$ cat src/rtl/decoder_scan_sequencer.sv
// Row-scan sequencer: walks the set bits of a 16-bit row mask in ascending order,
// holding a blanking gap then a programmable dwell per row, frame after frame.
module decoder_scan_sequencer #(
   parameter int BLANK   = 2,
   parameter int DWELL_W = 8
) (
   input  logic               clk,
   input  logic               rst_n,
   input  logic               start,
   input  logic               stop,
   input  logic [DWELL_W-1:0] dwell,
   input  logic [15:0]        row_mask,
   output logic [3:0]         binary_out,
   output logic               enable_out,
   output logic               busy,
   output logic               row_strobe,
   output logic               frame_done
);

   localparam int BW = (BLANK > 0) ? $clog2(BLANK + 1) : 1;

   typedef enum logic [1:0] {S_IDLE = 2'd0, S_BLANK = 2'd1, S_DRIVE = 2'd2} state_t;

   state_t             r_state, w_state_nx;
   logic [3:0]         r_idx, w_idx_nx;
   logic [15:0]        r_mask, w_mask_nx;
   logic [DWELL_W-1:0] r_dwell, w_dwell_nx;
   logic [DWELL_W-1:0] r_dcnt, w_dcnt_nx;
   logic [BW-1:0]      r_bcnt, w_bcnt_nx;
   logic               r_stop_pend, w_stop_nx;
   logic               w_go_row, w_fdone_nx;
   logic [4:0]         w_next;
   logic [3:0]         w_bin_nx;
   logic               w_en_nx, w_busy_nx, w_strobe_nx;

   function automatic logic [3:0] f_lowest(input logic [15:0] m);
      f_lowest = 4'd0;
      for (int i = 15; i >= 0; i--)
         if (m[i]) f_lowest = 4'(i);
   endfunction

   // Bit 4 flags that a set bit above idx exists; bits 3:0 give its position.
   function automatic logic [4:0] f_next_above(input logic [15:0] m, input logic [3:0] idx);
      f_next_above = 5'd0;
      for (int i = 15; i >= 0; i--)
         if (m[i] && (i > int'(idx))) f_next_above = {1'b1, 4'(i)};
   endfunction

   function automatic logic [DWELL_W-1:0] f_dwell_eff(input logic [DWELL_W-1:0] d);
      f_dwell_eff = (d == '0) ? DWELL_W'(1) : d;
   endfunction

   assign w_next = f_next_above(r_mask, r_idx);

   always_ff @(posedge clk or negedge rst_n) begin
      if (!rst_n) begin
         r_state     <= S_IDLE;
         r_idx       <= '0;
         r_mask      <= '0;
         r_dwell     <= '0;
         r_dcnt      <= '0;
         r_bcnt      <= '0;
         r_stop_pend <= 1'b0;
      end else begin
         r_state     <= w_state_nx;
         r_idx       <= w_idx_nx;
         r_mask      <= w_mask_nx;
         r_dwell     <= w_dwell_nx;
         r_dcnt      <= w_dcnt_nx;
         r_bcnt      <= w_bcnt_nx;
         r_stop_pend <= w_stop_nx;
      end
   end

   always_comb begin
      w_state_nx = r_state;
      w_idx_nx   = r_idx;
      w_mask_nx  = r_mask;
      w_dwell_nx = r_dwell;
      w_dcnt_nx  = r_dcnt;
      w_bcnt_nx  = r_bcnt;
      w_stop_nx  = r_stop_pend;
      w_go_row   = 1'b0;
      w_fdone_nx = 1'b0;
      if (r_state != S_IDLE && stop) w_stop_nx = 1'b1;
      case (r_state)
         S_IDLE: begin
            if (start && !stop && row_mask != '0) begin
               w_mask_nx  = row_mask;
               w_dwell_nx = f_dwell_eff(dwell);
               w_idx_nx   = f_lowest(row_mask);
               w_go_row   = 1'b1;
            end
         end
         S_BLANK: begin
            if (r_bcnt == '0) begin
               w_state_nx = S_DRIVE;
               w_dcnt_nx  = r_dwell - DWELL_W'(1);
            end else begin
               w_bcnt_nx = r_bcnt - BW'(1);
            end
         end
         S_DRIVE: begin
            if (r_dcnt != '0) begin
               w_dcnt_nx = r_dcnt - DWELL_W'(1);
            end else if (w_next[4]) begin
               w_idx_nx = w_next[3:0];
               w_go_row = 1'b1;
            end else begin
               // Frame boundary: a stop seen this very cycle still ends the scan here.
               w_fdone_nx = 1'b1;
               if (r_stop_pend || stop || row_mask == '0) begin
                  w_state_nx = S_IDLE;
                  w_stop_nx  = 1'b0;
               end else begin
                  w_mask_nx  = row_mask;
                  w_dwell_nx = f_dwell_eff(dwell);
                  w_idx_nx   = f_lowest(row_mask);
                  w_go_row   = 1'b1;
               end
            end
         end
         default: w_state_nx = S_IDLE;
      endcase
      if (w_go_row) begin
         if (BLANK == 0) begin
            w_state_nx = S_DRIVE;
            w_dcnt_nx  = w_dwell_nx - DWELL_W'(1);
         end else begin
            w_state_nx = S_BLANK;
            w_bcnt_nx  = BW'(BLANK - 1);
         end
      end
   end

   // Outputs are decoded from the next state so they emerge from flops.
   always_comb begin
      w_busy_nx   = (w_state_nx != S_IDLE);
      w_en_nx     = (w_state_nx == S_DRIVE);
      w_bin_nx    = (w_state_nx == S_IDLE) ? 4'd0 : w_idx_nx;
      w_strobe_nx = (w_state_nx == S_DRIVE) && (w_dcnt_nx == '0);
   end

   always_ff @(posedge clk or negedge rst_n) begin
      if (!rst_n) begin
         binary_out <= 4'd0;
         enable_out <= 1'b0;
         busy       <= 1'b0;
         row_strobe <= 1'b0;
         frame_done <= 1'b0;
      end else begin
         binary_out <= w_bin_nx;
         enable_out <= w_en_nx;
         busy       <= w_busy_nx;
         row_strobe <= w_strobe_nx;
         frame_done <= w_fdone_nx;
      end
   end

endmodule
$ cat config.mk
export PLATFORM = sky130hd
export DESIGN_NAME = decoder_scan_sequencer
export DESIGN_NICKNAME = d
export VERILOG_FILES = /design/src/rtl/decoder_scan_sequencer.sv
export SDC_FILE = /design/constraint.sdc
export NUM_CORES = 1
export LEC_CHECK = 0
export CAP_MARGIN = 20
export CORE_MARGIN = 4
export CORE_UTILIZATION = 45
export CTS_CLUSTER_DIAMETER = 80
export DETAILED_ROUTE_END_ITERATION = 8
export GPL_ROUTABILITY_DRIVEN = 0
export GPL_TIMING_DRIVEN = 0
export PLACE_DENSITY_LB_ADDON = 0.2
export SETUP_SLACK_MARGIN = 0.05
export SYNTH_ARGS = -nofsm -noshare
export SYNTH_HDL_FRONTEND = slang
export SYNTH_SLANG_ARGS = --single-unit
$ cat constraint.sdc
create_clock -name clk -period 5.05 [get_ports clk]
set_input_delay 1.01 -clock clk [delete_from_list [all_inputs] [get_ports clk]]
set_output_delay 1.01 -clock clk [all_outputs]
set_load 0.05 [all_outputs]
==> flow_metrics.env, run 1 <==
export IMPL_status="finished, final reports clean"
export IMPL_drv_cap=0
export IMPL_rows=29
export IMPL_syn_to_final_growth_pct=18.9
export IMPL_grt_max_degree=30
export IMPL_final_setup_tns_ns=0
export IMPL_pwr_share_seq_pct=33.4
export IMPL_insertion_delay_ns=0.30
export IMPL_crit_path_start_kind="primary input"
export IMPL_cts_sinks=48
export IMPL_fin_crit_sh_pct=79.5
export IMPL_slew_headroom_pct=31.9
export IMPL_internal_power_mw=1.21
export IMPL_drtPass1Iterations=5
export IMPL_dieHeight_um=89.9
export IMPL_fillers=599
export IMPL_placed_area_mm2=0.00348
export IMPL_power_mw=2.14
export IMPL_tightestPinTransition_ns=1.01
export IMPL_antenna_found_initial=0
export IMPL_p_leak_nw=1.50
export IMPL_start_util_pct=47.0
export IMPL_endpoint_kind="flip-flop"
export IMPL_hold_path_endpoint="r_mask[6]$_DFFE_PN0P_"
export IMPL_htree_levels=2
export IMPL_drc_errors=0
export IMPL_netlist_instances=336
export IMPL_skew_ns=0.00488
export IMPL_cts_buffer_depth=2
export IMPL_hold_buffers=0
export IMPL_dr_total_vias=2724
export IMPL_async_flop_share_pct=100
export IMPL_overflow=0
export IMPL_required_ns=5.24
export IMPL_r2r_start="r_dcnt[0]$_DFF_PN0_"
export IMPL_hold_path_class="reg -> reg"
export IMPL_core_area_mm2=0.00642
export IMPL_ant_nets=0
export IMPL_drt_iter0_drc=184
export IMPL_p_per_area_mw_per_mm2=597
export IMPL_ys_ff_latch=48
export IMPL_combPwrFrac_pct=53.5
export IMPL_cts_tree="yes"
export IMPL_grt_pass1_wl_mm=11.9
export IMPL_die_width_um=89.9
export IMPL_fmax_mhz=249
export IMPL_p_sw_uw=934
export IMPL_pwr_share_clk_pct=13.1
export IMPL_path_class="in -> reg"
export IMPL_synth_avg_cell_area_um2=8.98
export IMPL_drv_slew=0
export IMPL_yosys_warnings=0
export IMPL_place_ws_ns=0.750
export IMPL_r2r_slack_ns=1.92
export IMPL_nets=414
export IMPL_synth_seq_area_share_pct=39.8
export IMPL_setup_viol=0
export IMPL_fin_ws_ns=1.04
export IMPL_grtUsageTotal_pct=17.7
export IMPL_hpwl_mm=5.49
export IMPL_final_area_mm2=0.00359
export IMPL_grt_pass1_vias=2446
export IMPL_synth_cell_types=54
export IMPL_p_sw_share_pct=43.6
export IMPL_hold_depth=2
export IMPL_portBuffers=35
export IMPL_rsz0062_at_grt="false"
export IMPL_die_area_mm2=0.00808
export IMPL_r2r_end="r_dwell[4]$_DFFE_PN0P_"
export IMPL_reg2reg_depth=11
export IMPL_postCtsSetupBuffers=0
export IMPL_layout_common_cells="dfrtp_1, clkdlybuf4s50_1, nor2_1"
export IMPL_ctsResizeCount=0
export IMPL_syn_cell_area_mm2=0.00302
export IMPL_synth_edf_count=0
export IMPL_synthesis_nets=371
export IMPL_min_period_ns=4.01
export IMPL_synthFlopType="dfrtp_1"
export IMPL_crit_arrival_ns=4.21
export IMPL_final_common_cell="dfrtp_1"
export IMPL_drt_vias_per_instance=5.96
export IMPL_ios=36
export IMPL_n_antenna_cell=0
export IMPL_avgRoutedWirePerCell_um=15.8
export IMPL_drive_gt1_share_pct=10.5
export IMPL_cts_buffers=5
export IMPL_cp_max_fo=10
export IMPL_cts_root_buffer="clkbuf_8"
export IMPL_irDropWorstVdd_v=0.000276
export IMPL_routed_wl_mm=7.23
export IMPL_hp_start="r_mask[6]$_DFFE_PN0P_"
export IMPL_clk_pin_slew_worst_paths_ns=0.09
export IMPL_finalHoldViolCount=0
[registers in the layout, indices dropped and copies added (netlist names)]
signal,cells
busy,1
r_bcnt,2
r_dcnt,8
r_mask,15
r_stop_pend,1
r_idx,4
binary_out,4
r_dwell,8
row_strobe,1
frame_done,1
enable_out,1
r_state,2
[critical path: stages]
cell and delay (ns):
clkdlybuf4s50_1 0.49, nor4_1 0.52, nand4_1 0.31, and4b_1 0.35, o21ai_0 0.50, a21o_1 0.13
buf_2 0.24, buf_2 0.29, mux2_2 0.36
[layer usage]
layer	routed length [um]	GRT usage (%)	part of all wire, %	vias up
li1	-	-	-	1322
met1	3520	26.0	49	1297
met2	3200	27.5	44	100
met3	464	3.09	6.4	5
met4	46	3.70	0.64	0
met5	0	0	0	-
[metrics by stage]
stage	hold slack [ns]	cells	utilization [%]
floorplan	0.463	336	-
global placement	0.480	448	53.9
detailed placement	0.498	449	54.2
CTS	0.518	457	55.9
global route	0.540	457	55.9
finish	0.512	457	55.9
[worst max-delay path by stage]
stage                start                     end  slack, ns  cells after the start
3_3_place_gp   row_mask[3]  r_dwell[1]$_DFFE_PN0P_       0.77                      9
6_report       row_mask[3]  r_dwell[4]$_DFFE_PN0P_       1.04                      9
3_5_place_dp   row_mask[3]  r_dwell[4]$_DFFE_PN0P_       0.75                      9
4_1_cts        row_mask[3]  r_dwell[4]$_DFFE_PN0P_       1.06                      9
2_1_floorplan  row_mask[3]  r_dwell[1]$_DFFE_PN0P_       1.91                      8
5_1_grt        row_mask[3]  r_dwell[5]$_DFFE_PN0P_       0.85                      9
[logic make-up (layout without fill, tap and decap cells)]
group | Yosys count | count (layout) | synth area share (%)
AOI/OAI and AO/OA | 90 | 90 | 19.9
xor gates and xnor gates | 8 | 8 | 2.32
adders and majority gates | 7 | 7 | 2.90
buffers and inverters | 33 | 77 | 4.35
DFF | 48 | 48 | 39.8
muxes | 19 | 19 | 7.09
and+or+nand+nor | 131 | 131 | 23.6
[layout make-up]
class / instances / area (um^2) / share of cell area [%]
timing repair buffer: 36 / 365 / 10.2
clock buffer: 6 / 72.6 / 2.02
multi-input combinational: 255 / 1690 / 47.0
tap: 77 / 96.3 / 2.69
clock inverter: 2 / 35.0 / 0.977
buffer: 12 / 52.6 / 1.46
inverter: 21 / 78.8 / 2.20
sequential: 48 / 1200 / 33.5
[power groups by stage]
stage	Combinational, mW	Sequential [mW]	Clock, mW
CTS	1.15	0.712	0.285
finish	1.15	0.716	0.280
global placement	1.13	0.715	0
floorplan	0.817	0.743	0
detailed placement	1.14	0.719	0
global route	1.27	0.742	0.300
[Yosys cell counts (all sizes together) (8+ instances only)]
master	instances	area (um^2)
nor2	27	101
nand2b	13	81.3
inv	21	78.8
and2	8	50.1
o21ai	19	95.1
nand2	25	93.8
nor3	12	60.1
dfrtp	48	1200
mux2	19	214
a21oi	20	100
nor4	11	75.1
No activity file was read; power rests on OpenSTA's default activity.
==> run 2, diff against run 1 <==
==> constraint.sdc (replaced) <==
create_clock -name clk -period 3.3 [get_ports clk]
set_input_delay 0.66 -clock clk [delete_from_list [all_inputs] [get_ports clk]]
set_output_delay 0.66 -clock clk [all_outputs]
set_load 0.05 [all_outputs]
==> run 2 against run 1 <==
Clock-buffer cell count is the same. Clock skew is essentially flat. First-iteration DRC count grew 6.0%. Cell count grew 0.22%. Largest cell class unchanged.
==> flow_metrics.env, run 2 (synthesized netlist as in run 1, its figures left out) <==
export IMPL_endpoint_kind="flip-flop"
export IMPL_core_area_mm2=0.00642
export IMPL_drv_slew=0
export IMPL_slew_headroom_pct=54.5
export IMPL_fin_ws_ns=0.133
export IMPL_top_register="r_mask"
export IMPL_htree_levels=2
export IMPL_die_area_mm2=0.00808
export IMPL_crit_path_start_kind="primary input"
export IMPL_clk_pin_slew_worst_paths_ns=0.09
export IMPL_cts_sinks=48
export IMPL_hpwl_mm=5.49
export IMPL_rows=29
export IMPL_start_util_pct=47.0
export IMPL_grtUsageTotal_pct=17.8
export IMPL_required_ns=3.49
export IMPL_n_antenna_cell=0
export IMPL_fin_crit_sh_pct=96.0
export IMPL_cp_max_fo=10
export IMPL_drive_gt1_share_pct=12.6
export IMPL_p_leak_nw=1.52
export IMPL_die_width_um=89.9
export IMPL_syn_to_final_growth_pct=21.5
export IMPL_cts_buffer_depth=2
export IMPL_nets=415
export IMPL_cts_buffers=5
export IMPL_setup_viol=0
export IMPL_cts_root_buffer="clkbuf_8"
export IMPL_dieHeight_um=89.9
export IMPL_p_per_area_mw_per_mm2=904
export IMPL_ant_nets=0
export IMPL_dr_total_vias=2731
export IMPL_grt_pass1_vias=2460
export IMPL_cp_startpoint="row_mask[9]"
export IMPL_skew_ns=0.00477
export IMPL_routed_wl_mm=7.41
export IMPL_portBuffers=35
export IMPL_status="finished, final reports clean"
export IMPL_cts_tree="yes"
export IMPL_drt_iter0_drc=195
export IMPL_avgRoutedWirePerCell_um=16.2
export IMPL_drv_cap=0
export IMPL_r2r_start="r_dcnt[0]$_DFF_PN0_"
export IMPL_final_area_mm2=0.00367
export IMPL_rsz0062_at_grt="true"
export IMPL_drt_vias_per_instance=5.96
export IMPL_reg_top3="r_mask: 15 flops, r_dcnt: 8 flops, r_dwell: 8 flops"
export IMPL_postLayoutCoreUtil_pct=57.1
export IMPL_layout_common_cells="dfrtp_1, clkdlybuf4s50_1, nor2_1"
export IMPL_insertion_delay_ns=0.30
export IMPL_overflow=0
export IMPL_drtPass1Iterations=5
export IMPL_fmax_mhz=316
export IMPL_hold_path_class="in -> async"
export IMPL_crit_arrival_ns=3.36
export IMPL_placed_area_mm2=0.00348
export IMPL_r2r_slack_ns=0.30
export IMPL_place_ws_ns=-0.650
export IMPL_largest_reg_flops=15
export IMPL_min_period_ns=3.17
export IMPL_final_common_cell="dfrtp_1"
export IMPL_grt_pass1_wl_mm=12.0
export IMPL_grt_max_degree=30
export IMPL_hold_buffers=0
export IMPL_ios=36
export IMPL_power_mw=3.32
export IMPL_final_setup_tns_ns=0
export IMPL_tightestPinTransition_ns=0.677
export IMPL_finalHoldViolCount=0
export IMPL_drc_errors=0
export IMPL_path_class="in -> reg"
export IMPL_antenna_found_initial=0
export IMPL_irDropWorstVdd_v=0.000421
-- run 2: where the power goes --
group	internal [mW]	total (mW)	switching, mW	leakage (nW)
logic	0.791	1.80	1.00	0.863
registers	0.843	1.09	0.251	0.599
clock network	0.225	0.427	0.201	0.0552
total	1.86	3.32	1.46	1.52
-- run 2: metrics by stage --
stage	hold slack [ns]	instances
after detailed placement	0.498	449
after floorplan	0.364	336
after global placement	0.480	448
final	0.301	458
after CTS	0.324	457
after global routing	0.340	458
-- run 2: cell type report --
cell class,count,area [um^2]
buffer,12,57.6
clock buffer,6,72.6
clock inverter,2,35.0
fill,593,2760
inverter,21,78.8
multi-input combinational,255,1750
sequential,48,1200
tap,77,96.3
timing repair buffer,37,373
-- run 2: worst paths after layout --
path | cells after the start | to
max in group asynchronous | 2 | r_dcnt[5]$_DFF_PN0_
min in group clk | 2 | r_mask[6]$_DFFE_PN0P_
min | 1 | busy$_DFF_PN0_
max | 9 | r_mask[5]$_DFFE_PN0P_
min reg2reg | 2 | r_mask[6]$_DFFE_PN0P_
max reg2reg | 10 | row_strobe$_DFF_PN0_
-- run 2: critical path, stage by stage --
cell	delay, ns
clkdlybuf4s50_1	0.50
nor4_2	0.38
nand4_1	0.27
and4b_1	0.35
o21ai_2	0.26
a21o_1	0.11
buf_2	0.24
clkbuf_4	0.25
mux2_2	0.34
-- run 2: repair_timing --
action	CTS	global route
buffers inserted	0	1
pin swaps	1	1
resized for setup	5	9
endpoints found under the setup margin	23	15
hold endpoints to repair	0	0
-- run 2: per-layer routing --
metal  vias to the layer above  track usage, %  share of wire (%)
met4                         0            3.70               0.65
met2                       117            27.9                 45
met3                         5            2.84                7.2
li1                       1323               -                  -
met5                         -               0                  0
met1                      1286            26.3                 47
